==> config.mk <==
export PLATFORM = sky130hd
export DESIGN_NAME = axis_network_processor_flat
export DESIGN_NICKNAME = d
export VERILOG_FILES = /design/src/rtl/axis_processor_pkg.sv /design/src/rtl/axis.sv /design/src/rtl/axis_network_processor_if_neuron.sv /design/src/rtl/axis_network_processor.sv /design/src/flat_wrapper.sv
export SDC_FILE = /design/constraint.sdc
export NUM_CORES = 1
export LEC_CHECK = 0
export ABC_AREA = 0
export CAP_MARGIN = 10
export CORE_ASPECT_RATIO = 1.25
export CORE_MARGIN = 5
export CORE_UTILIZATION = 40
export CTS_CLUSTER_DIAMETER = 40
export CTS_CLUSTER_SIZE = 25
export DETAILED_ROUTE_END_ITERATION = 8
export GPL_ROUTABILITY_DRIVEN = 0
export GPL_TIMING_DRIVEN = 0
export SYNTH_ARGS = -nofsm -noshare
export SYNTH_HDL_FRONTEND = slang
export SYNTH_SLANG_ARGS = --single-unit
==> constraint.sdc <==
create_clock -name clk -period 1.95 [get_ports clk]
set_input_delay 0.39 -clock clk [delete_from_list [all_inputs] [get_ports clk]]
set_output_delay 0.39 -clock clk [all_outputs]
set_load 0.02 [all_outputs]
==> src/rtl/axis_processor_pkg.sv <==
// Shared types and widths for the integrate-and-fire stream processor.
// Optional feature macro: AXIS_PROCESSOR_LEAK_EN (per-beat leak of idle lanes).
package axis_processor_pkg;

   localparam int unsigned DATA_WIDTH        = 32;
   localparam int unsigned KEEP_WIDTH        = 4;
   localparam int unsigned POT_WIDTH_DEFAULT = 8;

   typedef logic [DATA_WIDTH-1:0]        spike_vec_t;
   typedef logic [KEEP_WIDTH-1:0]        keep_vec_t;
   typedef logic [POT_WIDTH_DEFAULT-1:0] pot_t;

   // One buffered AXI-Stream output beat
   typedef struct packed {
      spike_vec_t data;
      keep_vec_t  keep;
      logic       last;
   } axis_beat_t;

endpackage

==> src/rtl/axis.sv <==
// Shared AXI-Stream interface carrying 32-bit spike or fire vectors.
interface axis;
   import axis_processor_pkg::*;

   logic       tvalid;
   logic       tready;
   spike_vec_t tdata;
   keep_vec_t  tkeep;
   logic       tlast;

   modport master (output tvalid, tdata, tkeep, tlast, input tready);
   modport slave  (input tvalid, tdata, tkeep, tlast, output tready);
endinterface

==> src/rtl/axis_network_processor_if_neuron.sv <==
// Single integrate-and-fire lane: saturating integrate, fire test, reset on
// fire or end of packet. Leak of idle lanes when AXIS_PROCESSOR_LEAK_EN is set.
module if_neuron #(
   parameter int unsigned THRESHOLD = 1,
   parameter int unsigned WEIGHT    = 1,
   parameter int unsigned POT_WIDTH = 8
) (
   input  logic clk,
   input  logic arstn,
   input  logic en_i,
   input  logic spike_i,
   input  logic last_i,
   output logic fire_c_o
);

   localparam int unsigned SUM_W = POT_WIDTH + 1;

   logic [POT_WIDTH-1:0] pot_q, pot_d, upd;
   logic [SUM_W-1:0]     sum;

   // Candidate potential and fire decision for the beat being accepted
   always_comb begin
      sum = {1'b0, pot_q} + SUM_W'(WEIGHT);
      upd = pot_q;
      if (spike_i) begin
         upd = sum[POT_WIDTH] ? '1 : sum[POT_WIDTH-1:0];
      end else begin
`ifdef AXIS_PROCESSOR_LEAK_EN
         upd = (pot_q != '0) ? pot_q - POT_WIDTH'(1) : pot_q;
`else
         upd = pot_q;
`endif
      end
      fire_c_o = (32'(upd) >= 32'(THRESHOLD));
      pot_d    = pot_q;
      if (en_i) begin
         pot_d = (fire_c_o || last_i) ? '0 : upd;
      end
   end

   // Potential register
   always_ff @(posedge clk or negedge arstn) begin
      if (!arstn) pot_q <= '0;
      else        pot_q <= pot_d;
   end

endmodule

==> src/rtl/axis_network_processor.sv <==
// Streaming integrate-and-fire processor: 32 lanes, one fire vector out per
// spike vector in, single output register with AXIS backpressure.
// Optional feature macro: AXIS_PROCESSOR_LEAK_EN (handled inside if_neuron).
module axis_network_processor
   import axis_processor_pkg::*;
#(
   parameter int unsigned THRESHOLD = 1,
   parameter int unsigned WEIGHT    = 1,
   parameter int unsigned POT_WIDTH = POT_WIDTH_DEFAULT
) (
   input logic clk,
   input logic arstn,
   axis.slave  s_axis,
   axis.master m_axis
);

   logic       m_valid_q, m_valid_d;
   axis_beat_t beat_q, beat_d;
   logic       s_ready_c;
   logic       accept_c;
   spike_vec_t fire_vec;

   assign s_ready_c = !m_valid_q || m_axis.tready;
   assign accept_c  = s_axis.tvalid && s_ready_c;

   // One neuron per spike lane
   for (genvar i = 0; i < int'(DATA_WIDTH); i++) begin : g_lane
      if_neuron #(
         .THRESHOLD (THRESHOLD),
         .WEIGHT    (WEIGHT),
         .POT_WIDTH (POT_WIDTH)
      ) u_neuron (
         .clk      (clk),
         .arstn    (arstn),
         .en_i     (accept_c),
         .spike_i  (s_axis.tdata[i]),
         .last_i   (s_axis.tlast),
         .fire_c_o (fire_vec[i])
      );
   end

   // Output register next state: load on accept, empty on drain
   always_comb begin
      m_valid_d = m_valid_q;
      beat_d    = beat_q;
      if (accept_c) begin
         m_valid_d = 1'b1;
         beat_d    = '{data: fire_vec, keep: s_axis.tkeep, last: s_axis.tlast};
      end else if (m_axis.tready) begin
         m_valid_d = 1'b0;
      end
   end

   // Output register
   always_ff @(posedge clk or negedge arstn) begin
      if (!arstn) begin
         m_valid_q <= 1'b0;
         beat_q    <= '0;
      end else begin
         m_valid_q <= m_valid_d;
         beat_q    <= beat_d;
      end
   end

   assign s_axis.tready = s_ready_c;
   assign m_axis.tvalid = m_valid_q;
   assign m_axis.tdata  = beat_q.data;
   assign m_axis.tkeep  = beat_q.keep;
   assign m_axis.tlast  = beat_q.last;

endmodule

==> src/flat_wrapper.sv <==
// flat-port wrapper written by rule: the top's interface ports become plain ports
module axis_network_processor_flat import axis_processor_pkg::*;
#(
   parameter int unsigned THRESHOLD = 1,
   parameter int unsigned WEIGHT    = 1,
   parameter int unsigned POT_WIDTH = POT_WIDTH_DEFAULT
)
  (clk, arstn, s_axis_tvalid, s_axis_tdata, s_axis_tkeep, s_axis_tlast, s_axis_tready, m_axis_tvalid, m_axis_tdata, m_axis_tkeep, m_axis_tlast, m_axis_tready);
  axis s_axis_i ();
  axis m_axis_i ();
  input logic clk;
  input logic arstn;
  input wire logic [$bits(s_axis_i.tvalid)-1:0] s_axis_tvalid;
  input wire logic [$bits(s_axis_i.tdata)-1:0] s_axis_tdata;
  input wire logic [$bits(s_axis_i.tkeep)-1:0] s_axis_tkeep;
  input wire logic [$bits(s_axis_i.tlast)-1:0] s_axis_tlast;
  output wire logic [$bits(s_axis_i.tready)-1:0] s_axis_tready;
  output wire logic [$bits(m_axis_i.tvalid)-1:0] m_axis_tvalid;
  output wire logic [$bits(m_axis_i.tdata)-1:0] m_axis_tdata;
  output wire logic [$bits(m_axis_i.tkeep)-1:0] m_axis_tkeep;
  output wire logic [$bits(m_axis_i.tlast)-1:0] m_axis_tlast;
  input wire logic [$bits(m_axis_i.tready)-1:0] m_axis_tready;
  assign s_axis_i.tvalid = s_axis_tvalid;
  assign s_axis_i.tdata = s_axis_tdata;
  assign s_axis_i.tkeep = s_axis_tkeep;
  assign s_axis_i.tlast = s_axis_tlast;
  assign s_axis_tready = s_axis_i.tready;
  assign m_axis_tvalid = m_axis_i.tvalid;
  assign m_axis_tdata = m_axis_i.tdata;
  assign m_axis_tkeep = m_axis_i.tkeep;
  assign m_axis_tlast = m_axis_i.tlast;
  assign m_axis_i.tready = m_axis_tready;
  axis_network_processor #(.THRESHOLD(THRESHOLD), .WEIGHT(WEIGHT), .POT_WIDTH(POT_WIDTH)) u_core (.clk(clk), .arstn(arstn), .s_axis(s_axis_i), .m_axis(m_axis_i));
endmodule
==> flow_summary_export.csv <==
group,metric,value,unit
layout,final_cells,1836,
synth,synth-seq-area-share,55.44,%
layout,syn_to_final_growth,22.44,%
critical_path,crit_path_end_kind,"output port",
synth,synthFlopType,"dfrtp_1",
synth,synth_area,13270,um^2
global_routing,antenna_found_initial,0,
critical_path,critPathMaxStageDelay,0.62,ns
clocking,cts_tree,"done",
synth,syn_inst,1251,
global_routing,grt_pass1_vias,9792,
critical_path,endpoint,"m_axis_tdata[17]",
power,internal-power,11440,uW
detailed_routing,via_per_inst,5.317,
detailed_routing,dr.pass1.iters,4,
critical_path,crit_buf_inv,1,
critical_path,ff2ff_path_depth,5,
detailed_routing,antenna_left,0,
layout,utilization,49.57,%
place,dp_hpwl,18910,um
critical_path,cp_max_fo,2,
critical_path,timing.critical_path.from,"u_core.m_axis.tdata[17]",
power,switching_share,23.81,%
power,netSwitchingPower,3576,uW
detailed_routing,drt_iter0_markers,569,
timing,min_period,1.883,ns
critical_path,path_cells,"clkdlybuf4s50_1",
power,power,15020,uW
layout,fin_nets,1459,
status,status,"finished clean",
synth,synth.avg_cell_area,10.61,um^2
detailed_routing,routed_wl,29260,um
timing,max_clock_freq,530.9,MHz
clocking,clockBufferDepth,3,
place,portBuffers,79,
layout,antenna_cells,0,
critical_path,r2r_start,"u_core.g_lane[14].u_neuron.pot_q[0]",
critical_path,critPathTopFamily,"buffers and inverters",
worst_hold_path,min_path_type,"in -> async",
timing,fin_crit_sh,96.59,%
power,cellLeakagePower,0.007474,uW
power,p_seq_share,41.8,%
synth,ys_top_cells_by_count,"dfrtp_1, and2_1, nor2_1",
synth,synth_cell_types,60,
critical_path,regToRegSetupSlack,0.07,ns
timing,hold_viol_final,0,
layout,stdcell_area,16250,um^2
critical_path,path_depth,1,
clocking,clk_pin_slew,0.06,ns
timing,holdWs,0.3837,ns
clocking,cts_made_buffers,42,
critical_path,worstPathRequired,1.56,ns
global_routing,grt_overflow_total,0,
place,place_area,14640,um^2
clocking,cts_root_buffer,"clkbuf_16",
timing,tightest_slew,0.5867,ns
clocking,numClockSinks,294,
synth,synthMostInstantiatedCell,"dfrtp_1",
die,die_w,172.9,um
timing,clock_skew,0.01083,ns
synth,synth.area.top_cells,"dfrtp_1, and2_1, ha_1, nor2_1, nand4_1",
synth,async_flop_share,100.0,%
critical_path,r2r-end,"u_core.m_axis.tdata[14]",
die,floorplan.initialDensity,40.49,%
power,pwr_density_cell,924.4,nW/um^2
synth,syn-num-nets,1324,
critical_path,crit_type,"reg -> out",
global_routing,grt_pass1_wl,49200,um
timing,report.final.slew_viol_count,0,
synth,synth_edf_count,0,
die,dieArea,36940,um^2
clocking,clk_latency,0.54,ns
timing,slew_headroom,60.89,%
global_routing,grt_start_max_net_pins,125,
power,clkPwrFrac,51.6,%
place,dp.cells,1750,
detailed_routing,wl_per_cell,15.94,um
detailed_routing,drc,0,
clocking,htreeDepth,2,
global_routing,grt_use_total,15.97,%
die,coreArea,32780,um^2
job,maxCapViolCount,0,
synth,yosysTopAreaCellShare,55.44,%
layout,drive_gt1_share,8.322,%
detailed_routing,vias,9762,
synth,ys_warn_count,0,
power,pwr-share-comb,6.6,%
synth,yosys.area.top_type,"dfrtp_1",
die,rows,74,
timing,setup_viol,0,
power,peakVddDrop,0.6330,mV
critical_path,start_kind,"register",
synth,synth-seq-cells,294,
die,chipHeight,213.6,um
critical_path,cp.arrival,1.49,ns
critical_path,worst_path_max_delay_cell,"clkdlybuf4s50_1",
die,boundaryPins,80,
==> power groups by stage <==
stage          registers, uW  logic (uW)  clock network (uW)
2_1_floorplan           6500         263                   0
3_3_place_gp            6400        1000                   0
3_5_place_dp            6390        1030                   0
4_1_cts                 6280        1010                7950
5_1_grt                 6290        1100                8210
6_report                6280         989                7750
==> per-stage QoR <==
stage,worst slack (ns),setup TNS [ns]
global placement,-12.22,-3753.95
floorplan,0.06333,0
CTS,0.004421,0
detailed placement,-1.094,-175.62
finish,0.06654,0
global route,-0.04793,-0.04793
==> repair_timing <==
action	CTS	global route
hold buffers	1	0
cloned	0	1
pin swaps	0	1
endpoints found under the hold margin	60	0
setup endpoints to repair	274	149
buffers inserted	0	8
resized for setup	29	14
==> flip-flops by register name, summed over array words and instances (netlist names) <==
name / count
u_core.m_axis.tkeep: 4
u_core.m_axis.tlast: 1
u_core.g_lane.u_neuron.pot_q: 256
u_core.m_axis.tdata: 32
u_core.m_axis.tvalid: 1
==> cell families after synthesis <==
group	share of synthesized area [%]
AO/OA/AOI/OAI	9.778
buffers and inverters	1.480
adder cells (fa/ha/maj)	3.017
flip-flops	55.44
AND/OR/NAND/NOR	27.38
multiplexers	0.9240
XOR/XNOR	1.980
==> cell type report <==
type	count	area (um^2)
fillers	2936	16530
flip-flops and latches	294	7360
multi-input cells	907	5743
clock buffers	52	1170
repair buffers	91	950.9
well taps	418	523.0
clock inverters	24	282.8
plain buffers	36	166.4
inverters	14	52.55
==> per-layer routing <==
metal  routed length, um  up-vias  track usage, %
met1               13250     4750           20.74
met2               14090      159           27.27
met5                   0        -               0
met3                1245       45           3.333
met4                 675        0           4.901
li1                    -     4808               -
==> cell usage in the layout, fill, tap and decap left out, types with 6 or more instances in the layout <==
master           instances
dfrtp_1                292
mux2i_1                 10
clkbuf_8                 6
and4_1                  21
dlygate4sd2_1           10
buf_4                    9
nand3_1                 42
o32ai_1                  6
nor3_1                  52
dlymetal6s2s_1           7
xnor2_1                 13
a41oi_1                 17
nand2b_1                16
clkbuf_2                 9
nand4_1                 44
clkdlybuf4s50_1         61
clkbuf_1                25
clkinvlp_4               6
o21ai_0                 24
a21oi_1                 44
inv_1                   14
o211ai_1                 6
a211oi_1                 8
nor2_1                  82
and3_1                   7
inv_6                    8
a31oi_1                 36
clkbuf_16               44
nor4_1                  22
nand2_1                 69
xor2_1                  17
o22ai_1                  9
o22a_1                   9
and2_1                 246
ha_1                    31
or4_1                    9
==> worst min-delay path by stage <==
stage	cells after the start	slack [ns]	endpoint	start
global placement	2	0.46	u_core.m_axis.tkeep[2]	u_core.m_axis.tkeep[2]
global route	3	0.41	u_core.m_axis.tkeep[1]	s_axis_tkeep[1]
CTS	3	0.37	u_core.m_axis.tkeep[0]	s_axis_tkeep[0]
finish	2	0.38	u_core.g_lane[22].u_neuron.pot_q[1]	arstn
floorplan	0	0.09	u_core.g_lane[0].u_neuron.pot_q[0]	arstn
detailed placement	1	0.37	u_core.g_lane[22].u_neuron.pot_q[1]	arstn
Note: power is estimated with default switching activity, not from simulation.
